## src/rtl/tx_uart_arbiter.sv

```systemverilog
// rtl/tx_uart_arbiter.sv - shares one tx_uart among N_REQ byte producers; TX_ARB_ROUND_ROBIN_EN selects round-robin, else fixed priority
module tx_uart_arbiter #(
  parameter int DBIT       = 8,
  parameter int N_REQ      = 4,
  parameter int NB_IDX     = 2,
  parameter int TIMEOUT    = 1_000_000,
  parameter int NB_TIMEOUT = 20
) (
  input  logic                  i_clock,
  input  logic                  i_reset,
  input  logic [N_REQ-1:0]      i_req,
  input  logic [N_REQ*DBIT-1:0] i_data,
  output logic [N_REQ-1:0]      o_grant,
  output logic [N_REQ-1:0]      o_done,
  output logic                  o_timeout,
  output logic                  o_busy,
  output logic                  o_tx_start,
  output logic [DBIT-1:0]       o_tx_data,
  input  logic                  i_tx_done_tick
);

  typedef enum logic [1:0] {
    IDLE      = 2'd0,
    START     = 2'd1,
    WAIT_DONE = 2'd2
  } state_t;

  state_t                  state;
  state_t                  state_next;
  logic [NB_IDX-1:0]       sel_idx;
  logic [N_REQ-1:0]        sel_onehot;
  logic [NB_TIMEOUT-1:0]   cnt;
  logic                    cnt_hit;
  logic                    win_valid;
  logic [NB_IDX-1:0]       win_idx;
  logic [DBIT-1:0]         win_data;

  assign sel_onehot = N_REQ'(1) << sel_idx;
  assign cnt_hit    = (cnt == NB_TIMEOUT'(TIMEOUT - 1));

`ifdef TX_ARB_ROUND_ROBIN_EN
  logic [NB_IDX-1:0] ptr;
  logic [NB_IDX-1:0] cand;

  // Round-robin search starting just after the last served requester
  always_comb begin
    win_valid = 1'b0;
    win_idx   = '0;
    cand      = '0;
    for (int k = 1; k <= N_REQ; k++) begin
      cand = NB_IDX'((int'(ptr) + k) % N_REQ);
      if (!win_valid && i_req[cand]) begin
        win_valid = 1'b1;
        win_idx   = cand;
      end
    end
  end

  // Pointer moves to the requester whose transfer just ended (done or timeout)
  always_ff @(posedge i_clock or negedge i_reset) begin
    if (!i_reset) begin
      ptr <= NB_IDX'(N_REQ - 1);
    end else if (state == WAIT_DONE && (i_tx_done_tick || cnt_hit)) begin
      ptr <= sel_idx;
    end
  end
`else
  // Fixed priority: lowest asserted index wins
  always_comb begin
    win_valid = 1'b0;
    win_idx   = '0;
    for (int k = N_REQ - 1; k >= 0; k--) begin
      if (i_req[k]) begin
        win_valid = 1'b1;
        win_idx   = NB_IDX'(k);
      end
    end
  end
`endif

  // Byte of the chosen requester
  always_comb begin
    win_data = '0;
    for (int k = 0; k < N_REQ; k++) begin
      if (win_idx == NB_IDX'(k)) win_data = i_data[k*DBIT +: DBIT];
    end
  end

  // State register
  always_ff @(posedge i_clock or negedge i_reset) begin
    if (!i_reset) state <= IDLE;
    else          state <= state_next;
  end

  // Next state and state-decoded outputs
  always_comb begin
    state_next = state;
    o_tx_start = 1'b0;
    o_grant    = '0;
    o_busy     = 1'b0;
    case (state)
      IDLE: begin
        if (win_valid) state_next = START;
      end
      START: begin
        o_tx_start = 1'b1;
        o_grant    = sel_onehot;
        o_busy     = 1'b1;
        state_next = WAIT_DONE;
      end
      WAIT_DONE: begin
        o_busy = 1'b1;
        if (i_tx_done_tick || cnt_hit) state_next = IDLE;
      end
      default: state_next = IDLE;
    endcase
  end

  // Latched byte/winner, timeout counter and registered completion pulses
  always_ff @(posedge i_clock or negedge i_reset) begin
    if (!i_reset) begin
      o_tx_data <= '0;
      sel_idx   <= '0;
      cnt       <= '0;
      o_done    <= '0;
      o_timeout <= 1'b0;
    end else begin
      o_done    <= '0;
      o_timeout <= 1'b0;
      case (state)
        IDLE: begin
          if (win_valid) begin
            o_tx_data <= win_data;
            sel_idx   <= win_idx;
          end
        end
        START: begin
          cnt <= '0;
        end
        WAIT_DONE: begin
          cnt <= cnt + NB_TIMEOUT'(1);
          // A done tick on the same cycle as the timeout still counts as success
          if (i_tx_done_tick) o_done    <= sel_onehot;
          else if (cnt_hit)   o_timeout <= 1'b1;
        end
        default: ;
      endcase
    end
  end

endmodule

```

## config.mk

```make
export PLATFORM = sky130hd
export DESIGN_NAME = tx_uart_arbiter
export DESIGN_NICKNAME = d
export VERILOG_FILES = /design/src/rtl/tx_uart_arbiter.sv
export SDC_FILE = /design/constraint.sdc
export NUM_CORES = 1
export LEC_CHECK = 0
export BUFFER_PORTS_ARGS = -buffer_cell sky130_fd_sc_hd__buf_4
export CORE_MARGIN = 2
export CORE_UTILIZATION = 57
export DETAILED_ROUTE_END_ITERATION = 12
export PLACE_DENSITY = 0.87
export SETUP_SLACK_MARGIN = 0.5
export SLEW_MARGIN = 10
export SYNTH_ARGS = -nofsm -noshare
export SYNTH_HDL_FRONTEND = slang
export SYNTH_SLANG_ARGS = --single-unit
export TNS_END_PERCENT = 100
```

## constraint.sdc

```tcl
create_clock -name i_clock -period 5.2 [get_ports i_clock]
set_clock_uncertainty 0.2 [all_clocks]
set_input_delay 0.52 -clock i_clock [delete_from_list [all_inputs] [get_ports i_clock]]
set_output_delay 0.52 -clock i_clock [all_outputs]
set_load 0.05 [all_outputs]
```

* After elaboration in Yosys (flattened, before gate mapping)
Index checks and enable logic that the tools add are counted.
** Cells by class
- Add/sub/neg operators :: 1
- Equality and inequality tests :: 8
- Shift-type cells :: 1
- Mux-type cells :: 24
- Reduce and logical (&&, ||, !) cells :: 7
** Operators with widths (number)
- $pmux 20 s2 :: 1
- $mux 8 :: 4
- $add 20x1->20 const B :: 1
- $eq 20x20->1 const B :: 1
- $mux 2 :: 6
- $mux 4 :: 3
- $mux 1 :: 9
- $eq 2x2->1 const B :: 3
- $pmux 2 s3 :: 1
- $eq 2x1->1 const B :: 2
- $logic_not 2->1 :: 2
- $ne 2x2->1 const B :: 2
- $reduce_and 2->1 :: 2
- $shl 1x2->4 const A :: 1
- $reduce_bool 2->1 :: 1
- $reduce_or 2->1 :: 1
- $logic_or 1x1->1 :: 1
** Storage, ports and cells
- Register bits after elaboration :: 37
- Input port bits :: 39
- Output and inout bits :: 19
- Logic and storage cells :: 47

* Logic depth before layout (Yosys ltp)
Gate-level depths: netlist of run 1.
- Word-level depth :: 9
- Mapped depth :: 8
- Depth with buffers taken out :: 6

* Worst setup path after synthesis of run 1
OpenSTA, ideal clock, no wires.
- Path type :: reg2out
- Start point :: register state[1]
- End point :: output o_grant[0]
- Arrival :: 2178 ps
- Path slack :: 2302 ps
- Cell stages (with the launch flop) :: 4
- Path buffers :: 0
- Cell sequence :: dfrtp_1 > inv_1 > ha_1 > nor3b_1
** Between the ends
- Longest elaborated chain between the ends :: 2
** RTL lines
- start: declaration :: RTL line 28 : state_t state;
- start signal: assignment :: RTL line 92 : else state <= state_next;
- $eq 2x1->1 :: RTL line 101 : case (state)
- $mux 4 :: RTL line 101
- end: declaration :: RTL line 13 : output logic [N_REQ-1:0] o_grant,
Every way passes these cells.

* Final worst setup path of run 1
- Start point :: register state[0]
- End point :: register cnt[17]
** Between the ends
- Longest elaborated chain between the ends :: 2
** RTL lines
- $eq 2x2->1 / $eq 2x1->1 (equally long branches) :: RTL line 130 : case (state)
- $pmux 20 s2 / $reduce_bool 2->1 (equally long branches)
- end signal: assignment :: RTL line 141 : cnt <= cnt + NB_TIMEOUT'(1);
- end: declaration :: RTL line 32 : logic [NB_TIMEOUT-1:0] cnt;
Several ways; a longest one is shown, not always the timed one.
A chain may end at the register's enable or synchronous reset.

==> flow_summary.ini, run 1 <==
[power]
p_comb_frac = 0.492
switching_power_uw = 529.4
ir_worst_vdd_mv = 0.4058
switching_share = 0.4618
power_frac_clock = 0.172
power_density_nw_per_um2 = 425.8
intPower_uw = 617.0
leakagePower_uw = 0.001246
p_seq_frac = 0.336

[clocking]
insertion_delay_ps = 280
h-tree-depth = 2
cts-resized-gates = 0
cts_root_buf = clkbuf_8
ctsHoldBuffers = 0
post_cts_buffers = 0
cts_made_buffers = 5
clk_pin_slew_ps = 70
cts.sinks = 37
cts_tree = done
cts_buffer_depth = 2

[drt]
viasPerCell = 5.808
drc_errors = 0
ant_nets = 0
vias = 2027
wl_mm = 5.313
wl_per_cell_um = 15.22
drt_first_pass_iters = 4
drtIter0Drc = 143

[floorplan]
initial_core_util = 0.5929
die_width_um = 65.95
core_um2 = 3689
core.rowCount = 22
ios = 58
die-area_um2 = 4349
fp.dieH_um = 65.95

[placed_design]
routabilityCongestion = 0.8846
post-place-ws_ps = 2810
dp_cells = 342
io_buffer_count = 57
hpwl_mm = 3.813

[yosys]
syn-num-nets = 294
yosys_warnings = 0
synth_top_area_frac = 0.4233
synth-adder-area-share = 0.02288
synth_top_family_by_area = simple AND/OR/NAND/NOR gates
synth_cells = 251
synth_xor_area_frac = 0.03204
muxShareOfSynthArea = 0.004577
yosys.area.top_type = dfrtp_1
synth-async-reset-ratio = 1.000
ys_ff_latch = 37
synthDistinctLibCells = 45
syn-cell-area_um2 = 2187
yosys-top-cells-area = dfrtp_1, o31ai_1, nor2_1
synth_compound_area_frac = 0.2031
yosys.area_share.simple = 0.2534
syn_area_per_cell_um2 = 8.714
ys_seq_area_frac = 0.4233
synth_edf_count = 0
synth_ff_type = dfrtp_1

[global_route]
grtUsageTotal = 0.2633
grt_pass1_wl_mm = 8.852
grt_pass1_vias = 1889
grt_max_degree = 38
antenna_found_initial = 0
overflow = 0

[timing]
slew_headroom = 0.2675
fin_crit_ps = 2434
setup_tns_ps = 0
rsz0062_at_grt = no
fmax_mhz = 410.8
drv_slew = 0
setup_viol = 0
fin_crit_sh = 0.4681
worstMarginPinSlew_ps = 1095
final_hold_viol_count = 24
fin_ws_ps = 2766
holdWs_ps = -18.76

[critical_path]
crit_path_start_kind = register
crit_slowest_cell = or4_1
endpoint_kind = register
path_class = register to register
crit_fanout = 10
crit_path_start = state[0]$_DFFE_PN0P_
crit_chain = inv_1 -> ha_1 -> and4_1 -> nand2_2 -> or4_1 -> a21oi_1
cp_data_required_time_ps = 5200
arrival_ps = 2440
slowest_delay_ps = 520
reg2reg_from = state[0]$_DFFE_PN0P_

[outcome]
status = finished, violations left
violations = negative hold slack

[cells_and_area]
n_antenna_cell = 0
nFillCells = 280
areaGrowthSynthToFinish_pct = 23.11
nNetsFinal = 344
drive_gt1_frac = 0.2359
final_cells = 349

[worst_hold_path]
hp-class = input pin to asynchronous set/reset pin

[job]
max_cap_viol_count = 0
==> final timing paths <==
kind	to	cells past startpoint	slack (ps)
max in group asynchronous	o_tx_data[1]$_DFFE_PN0P_	1	4490
hold reg to reg	o_tx_data[3]$_DFFE_PN0P_	2	280
hold / removal	cnt[8]$_DFFE_PN0P_	1	-20
min in group i_clock	o_tx_data[3]$_DFFE_PN0P_	2	280
setup reg to reg	cnt[17]$_DFFE_PN0P_	6	2770
setup / recovery	cnt[17]$_DFFE_PN0P_	6	2770
==> layout by cell type, fill, tap and decap left out, drive strengths merged, types with 4 or more instances in the layout <==
cell	n
buf	57
nor4	4
xor2	5
nand2	23
o31ai	14
dfrtp	37
a211o	8
o21ai	9
nand3	13
a22oi	8
inv	17
ha	4
nor3	7
or4	8
nor2	25
clkbuf	7
a21oi	18
nand4	4
==> synth_stat cells, types with 2 or more instances <==
library cell and instances:
dfrtp_1 37, nor2_1 25, nand2_1 22, a21oi_1 18, inv_1 17, o31ai_1 14
nand3_1 13, o21ai_0 9, a211o_1 8, a22oi_1 8, nor3_1 7, or4_1 7
clkbuf_1 6, xor2_1 5, ha_1 4, nor4_1 4, buf_2 3, nand4_1 3
nor3b_1 3, or3_1 3, xnor2_1 3, a31oi_1 2, and3_1 2, buf_1 2
nand2b_1 2, nor2b_1 2, nor4b_1 2, o311a_1 2, or2_2 2
==> metal layers <==
metal / vias up / global-route usage / routed length, um
met5: - / 0 / 0
li1: 1008 / - / -
met3: 16 / 0.05792 / 259
met1: 940 / 0.3666 / 2381
met2: 63 / 0.4104 / 2558
met4: 0 / 0.08163 / 113
==> flip-flops by register name, indices dropped and copies added, names as in the netlist <==
signal and cells:
cnt 20, o_tx_data 8, o_done 4, sel_idx 2, state 2, o_timeout 1
==> metrics by stage <==
step | util | area (um2) | total power [uW] | hold slack, ps
2_1_floorplan | - | 2187 | 785.8 | 24.41
3_3_place_gp | 0.7066 | 2606 | 933.5 | 263.0
3_5_place_dp | 0.7066 | 2606 | 949.1 | 268.3
4_1_cts | 0.7300 | 2693 | 1152 | 2.222
5_1_grt | 0.7300 | 2693 | 1215 | 22.86
6_report | 0.7300 | 2693 | 1146 | -18.76
==> power by group through the flow <==
stage | Sequential, uW | Combinational (uW) | Clock, uW
after floorplan | 493 | 292 | 0
after global placement | 385 | 548 | 0
after detailed placement | 388 | 562 | 0
after CTS | 383 | 564 | 204
after global routing | 390 | 609 | 215
final | 385 | 564 | 198
==> critical path, delay by kind of cell, from the launching register on <==
| kind | cells | cell delay (ps) |
|---|---|---|
| AND/OR/NAND/NOR | 3 | 1040 |
| buffers and inverters | 1 | 100 |
| adder cells (fa/ha/maj) | 1 | 460 |
| AO/OA/AOI/OAI | 1 | 150 |
| flip-flops | 1 | 400 |
==> cell type report <==
class	instances	area [um2]	share of cell area
flip-flops and latches	37	925.9	0.3439
clock buffers	7	86.33	0.03206
repair buffers	57	427.9	0.1589
multi-input cells	183	1129	0.4191
inverters	17	63.81	0.02370
well taps	48	60.06	0.02230
==> cell families after synthesis <==
group,Yosys count
simple gates,104
fa+ha+maj,4
compound gates,66
flops,37
xor+xnor,8
mux,1
buf+inv,31
(Power assumes the default switching activity.)
==> run 2: changes to the inputs <==
--- a/config.mk
+++ b/config.mk
@@ -7,9 +7,9 @@
 export LEC_CHECK = 0
 export BUFFER_PORTS_ARGS = -buffer_cell sky130_fd_sc_hd__buf_4
 export CORE_MARGIN = 2
-export CORE_UTILIZATION = 57
+export CORE_UTILIZATION = 47
 export DETAILED_ROUTE_END_ITERATION = 12
-export PLACE_DENSITY = 0.87
+export PLACE_DENSITY = 0.77
 export SETUP_SLACK_MARGIN = 0.5
 export SLEW_MARGIN = 10
 export SYNTH_ARGS = -nofsm -noshare
==> constraint.sdc (replaced) <==
create_clock -name i_clock -period 2.1 [get_ports i_clock]
set_clock_uncertainty 0.2 [all_clocks]
set_input_delay 0.21 -clock i_clock [delete_from_list [all_inputs] [get_ports i_clock]]
set_output_delay 0.21 -clock i_clock [all_outputs]
set_load 0.05 [all_outputs]
==> run 2 against run 1 <==
Against the previous run: the run now ends clean; flip-flop and latch count is the same; setup slack worse by 2600 ps; global-route usage fell by 4.6 points; sequential power increased to 2.5 times the previous value.
==> flow_summary.ini, run 2 (synthesized netlist as in run 1, its figures left out) <==
[critical_path]
crit_fanout = 6
endpoint_kind = register
arrival_ps = 1910
cp_data_required_time_ps = 2080
path_class = register to register
crit_path_start_kind = register

[global_route]
overflow = 0
antenna_found_initial = 0
grt_pass1_wl_mm = 8.942
grtUsageTotal = 0.2168
grt_max_degree = 38
grt_pass1_vias = 1984

[timing]
drv_slew = 0
rsz0062_at_grt = yes
setup_viol = 0
fin_ws_ps = 167.9
fin_crit_ps = 1932
setup_tns_ps = 0
fmax_mhz = 517.6
slew_headroom = 0.6757
worstMarginPinSlew_ps = 486.5
fin_crit_sh = 0.9200
final_hold_viol_count = 0

[outcome]
status = finished, final reports clean

[cells_and_area]
multi_input_area_um2 = 1333
drive_gt1_frac = 0.3994
final_common_cell = buf_4
areaGrowthSynthToFinish_pct = 45.37
nFillCells = 300
top_register = cnt
n_antenna_cell = 0
nNetsFinal = 371
largest_register_ffs = 20
final_cell_area_um2 = 3179
mostFrequentLayoutCells = buf_4, dfrtp_1, nor2_1
top_regs = cnt x20, o_tx_data x8, o_done x4
regArea_um2 = 930.9

[clocking]
cts_buffer_depth = 2
h-tree-depth = 2
clk_pin_slew_ps = 80
cts.sinks = 37
cts_tree = done
cts_made_buffers = 5
insertion_delay_ps = 290
cts_root_buf = clkbuf_8

[power]
power_density_nw_per_um2 = 1102
leakagePower_uw = 0.001462
ir_worst_vdd_mv = 1.002

[floorplan]
ios = 58
initial_core_util = 0.4955
core_um2 = 4414
die-area_um2 = 5215
fp.dieH_um = 72.22
die_width_um = 72.22
core.rowCount = 24

[drt]
wl_mm = 5.791
drt_first_pass_iters = 4
drtIter0Drc = 148
wl_per_cell_um = 15.24
vias = 2189
viasPerCell = 5.761
ant_nets = 0
drc_errors = 0

[placed_design]
place_area_um2 = 2719
post-place-ws_ps = 29.93
io_buffer_count = 57
routabilityCongestion = 0.7863
hpwl_mm = 3.702

[worst_hold_path]
hp-class = input pin to register

[job]
max_cap_viol_count = 0
-- run 2: changes by cell type in the layout (fill, tap and decap cells not counted), moves of 4 or more --
cell     previous run  this run
dfrtp_1            37        33
ha_1                4         0
buf_4              57        70
dfrtp_2             0         4
a21oi_1            18        14
buf_6               0         9
a21oi_2             0         4
-- run 2: repair_timing --
action,CTS,global route
hold endpoints to repair,39,0
hold buffers,2,0
gates resized for setup,25,22
endpoints found under the setup margin,24,27
buffers inserted,14,6
pin swaps,5,9
-- run 2: worst paths after layout --
kind / startpoint / to / slack, ps / depth (start not counted)
min: i_data[27] / o_tx_data[3]$_DFFE_PN0P_ / 20 / 3
max in group asynchronous: i_reset / cnt[6]$_DFFE_PN0P_ / 1110 / 2
max reg2reg: cnt[4]$_DFFE_PN0P_ / state[0]$_DFFE_PN0P_ / 170 / 4
min in group asynchronous: i_reset / cnt[11]$_DFFE_PN0P_ / 220 / 2
min reg2reg: o_tx_data[1]$_DFFE_PN0P_ / o_tx_data[1]$_DFFE_PN0P_ / 290 / 2
max: cnt[4]$_DFFE_PN0P_ / state[0]$_DFFE_PN0P_ / 170 / 4
-- run 2: power breakdown --
part | internal (uW) | total [uW] | switching, uW
clock network | 260 | 516 | 257
logic | 850 | 2020 | 1170
registers | 844 | 970 | 126
total | 1950 | 3500 | 1550
-- run 2: worst max-delay path, stage by stage, from the launching register on --
cell and delay (ps):
dfrtp_1 460, nand2_1 110, or4_4 560, or3_1 360, o311a_1 130
-- run 2: metrics by stage --
stage	hold slack [ps]	util	std cells	power (uW)
6_report	20.22	0.7202	380	3502
4_1_cts	18.48	0.6910	374	3352
5_1_grt	25.78	0.7202	380	3673
3_3_place_gp	1.955	0.6159	351	2467
3_5_place_dp	3.688	0.6159	351	2481
2_1_floorplan	-285.6	-	251	2115
-- run 2: area by class of cell --
| class | instances | area share |
|---|---|---|
| multi-input combinational | 183 | 0.4191 |
| tap | 52 | 0.02046 |
| timing repair buffer | 84 | 0.2192 |
| inverter | 17 | 0.02007 |
| clock buffer | 6 | 0.02597 |
| clock inverter | 1 | 0.002361 |
| sequential | 37 | 0.2928 |
-- run 2: routing by layer --
metal	vias up	GRT usage	wire (um)
met3	10	0.04861	258
met5	-	0	0
met1	1051	0.2879	2608
li1	1062	-	-
met4	0	0.07128	99
met2	66	0.3517	2825
==> run 3: changes to the inputs <==
--- a/config.mk
+++ b/config.mk
@@ -10,6 +10,7 @@
 export CORE_UTILIZATION = 47
 export DETAILED_ROUTE_END_ITERATION = 12
 export PLACE_DENSITY = 0.77
+export RECOVER_POWER = 25
 export SETUP_SLACK_MARGIN = 0.5
 export SLEW_MARGIN = 10
 export SYNTH_ARGS = -nofsm -noshare
==> run 3 against run 2 <==
Against the previous run: wire length barely moved; hold slack did not move; count of clock-buffer cells in the layout is the same; global-route usage did not move; critical endpoint unchanged; first-iteration DRC count is the same; critical path type unchanged; largest cell class unchanged; cell area hardly changed; final cell count unchanged; combinational power barely moved; critical path depth did not move; utilization decreased by 0.057 points; fmax hardly changed.
==> flow_summary.ini, run 3 (synthesized netlist as in run 1, its figures left out) <==
[outcome]
status = finished, final reports clean

[global_route]
grt_pass1_wl_mm = 8.942
grtUsageTotal = 0.2168
grtUsageMet2 = 0.3517
met3_usage = 0.04861
grt_max_degree = 38
overflow = 0
busiest_layer = met2
grt_pass1_vias = 1984
grtUsageMet1 = 0.2879
antenna_found_initial = 0

[floorplan]
fp.dieH_um = 72.22
core_um2 = 4414
ios = 58
die-area_um2 = 5215
core.rowCount = 24
initial_core_util = 0.4955
die_width_um = 72.22

[cells_and_area]
mostFrequentLayoutCells = buf_4, dfrtp_1, nor2_1
nNetsFinal = 371
final_cell_area_um2 = 3177
areaGrowthSynthToFinish_pct = 45.25
nFillCells = 301
n_antenna_cell = 0
multi_input_area_um2 = 1333
final_util = 0.7197
regArea_um2 = 930.9
largest_register_ffs = 20
drive_gt1_frac = 0.3994
top_regs = cnt x20, o_tx_data x8, o_done x4
top_register = cnt
final_common_cell = buf_4

[worst_hold_path]
min_from = i_data[27]
worstHoldPathCells = 3
hp-class = input pin to register
hold_end = o_tx_data[3]$_DFFE_PN0P_

[critical_path]
endpoint_kind = register
crit_chain = nand2_1 -> or4_4 -> or3_1 -> o311a_1
ff2ff_setup_slack_ps = 170
slowest_delay_ps = 560
cp_top_family = simple AND/OR/NAND/NOR gates
reg2reg_from = cnt[4]$_DFFE_PN0P_
arrival_ps = 1910
crit_buf_inv = 0
timing.rr.end = state[0]$_DFFE_PN0P_
crit_fanout = 6
worstRegToRegCells = 4
path_class = register to register
cp_data_required_time_ps = 2080
crit_slowest_cell = or4_4
crit_path_start_kind = register

[clocking]
clk_pin_slew_ps = 80
cts_made_buffers = 5
cts_tree = done
insertion_delay_ps = 290
cts_root_buf = clkbuf_8
h-tree-depth = 2
cts.sinks = 37
cts_buffer_depth = 2

[power]
ir_worst_vdd_mv = 1.002
leakagePower_uw = 0.001461
power_density_nw_per_um2 = 1103
total_power_uw = 3503

[timing]
slew_headroom = 0.3690
drv_slew = 0
rsz0062_at_grt = yes
worstMarginPinSlew_ps = 946.4
fin_ws_ps = 167.9
fin_crit_ps = 1932
setup_viol = 0
final_hold_viol_count = 0
fmax_mhz = 517.6
fin_crit_sh = 0.9200

[drt]
wl_mm = 5.795
vias = 2183
viasPerCell = 5.745
drc_errors = 0
drt_first_pass_iters = 4
wl_per_cell_um = 15.25
ant_nets = 0
drtIter0Drc = 148

[job]
max_cap_viol_count = 0

[placed_design]
hpwl_mm = 3.702
routabilityCongestion = 0.7863
place_area_um2 = 2719
post-place-ws_ps = 29.93
io_buffer_count = 57
## run 3: how the worst max path moves through the flow
stage / start / end / slack (ps) / cells after the start
after floorplan: state[0]$_DFFE_PN0P_ / cnt[19]$_DFFE_PN0P_ / -60 / 8
after global placement: state[0]$_DFFE_PN0P_ / cnt[18]$_DFFE_PN0P_ / 90 / 6
after detailed placement: state[0]$_DFFE_PN0P_ / cnt[14]$_DFFE_PN0P_ / 30 / 6
after CTS: state[1]$_DFFE_PN0P_ / cnt[18]$_DFFE_PN0P_ / 190 / 6
after global routing: state[1]$_DFFE_PN0P_ / cnt[19]$_DFFE_PN0P_ / 80 / 6
final: cnt[4]$_DFFE_PN0P_ / state[0]$_DFFE_PN0P_ / 170 / 4
## run 3: metal layers
layer	wire (um)	part of all wire
met5	0	0
met4	99	0.017
met3	253	0.044
met2	2823	0.49
met1	2618	0.45
## run 3: what timing repair did
item / in CTS / in global routing
hold buffers: 2 / 0
pin swaps: 5 / 9
buffers inserted: 14 / 6
endpoints found under the setup margin: 24 / 27
gates resized for setup: 25 / 22
gates cloned: 0 / 0
endpoints found under the hold margin: 39 / 0
## run 3: per-stage QoR
| step | TNS, ps | hold slack [ps] | cells |
|---|---|---|---|
| floorplan | -240.5 | -285.6 | 251 |
| global placement | 0 | 1.955 | 351 |
| detailed placement | 0 | 3.688 | 351 |
| CTS | 0 | 18.48 | 374 |
| global route | 0 | 25.78 | 380 |
| finish | 0 | 20.22 | 380 |
## run 3: final cells by class
class,count,share of cell area
Tap cell,52,0.02048
Multi-Input combinational cell,183,0.4195
Inverter,17,0.02009
Sequential cell,37,0.2930
Clock buffer,6,0.02599
Clock inverter,1,0.002363
Timing Repair Buffer,84,0.2186
## run 3: report_power, final
group	total, uW	switching, uW	internal [uW]	leakage [uW]
Sequential	970	126	844	0.000490
Combinational	2020	1170	850	0.000928
Clock	516	256	260	0.0000433
## run 3: worst reg2reg max path: stages (launching register included)
cell and delay (ps):
dfrtp_1 460, nand2_1 110, or4_4 560, or3_1 360, o311a_1 130
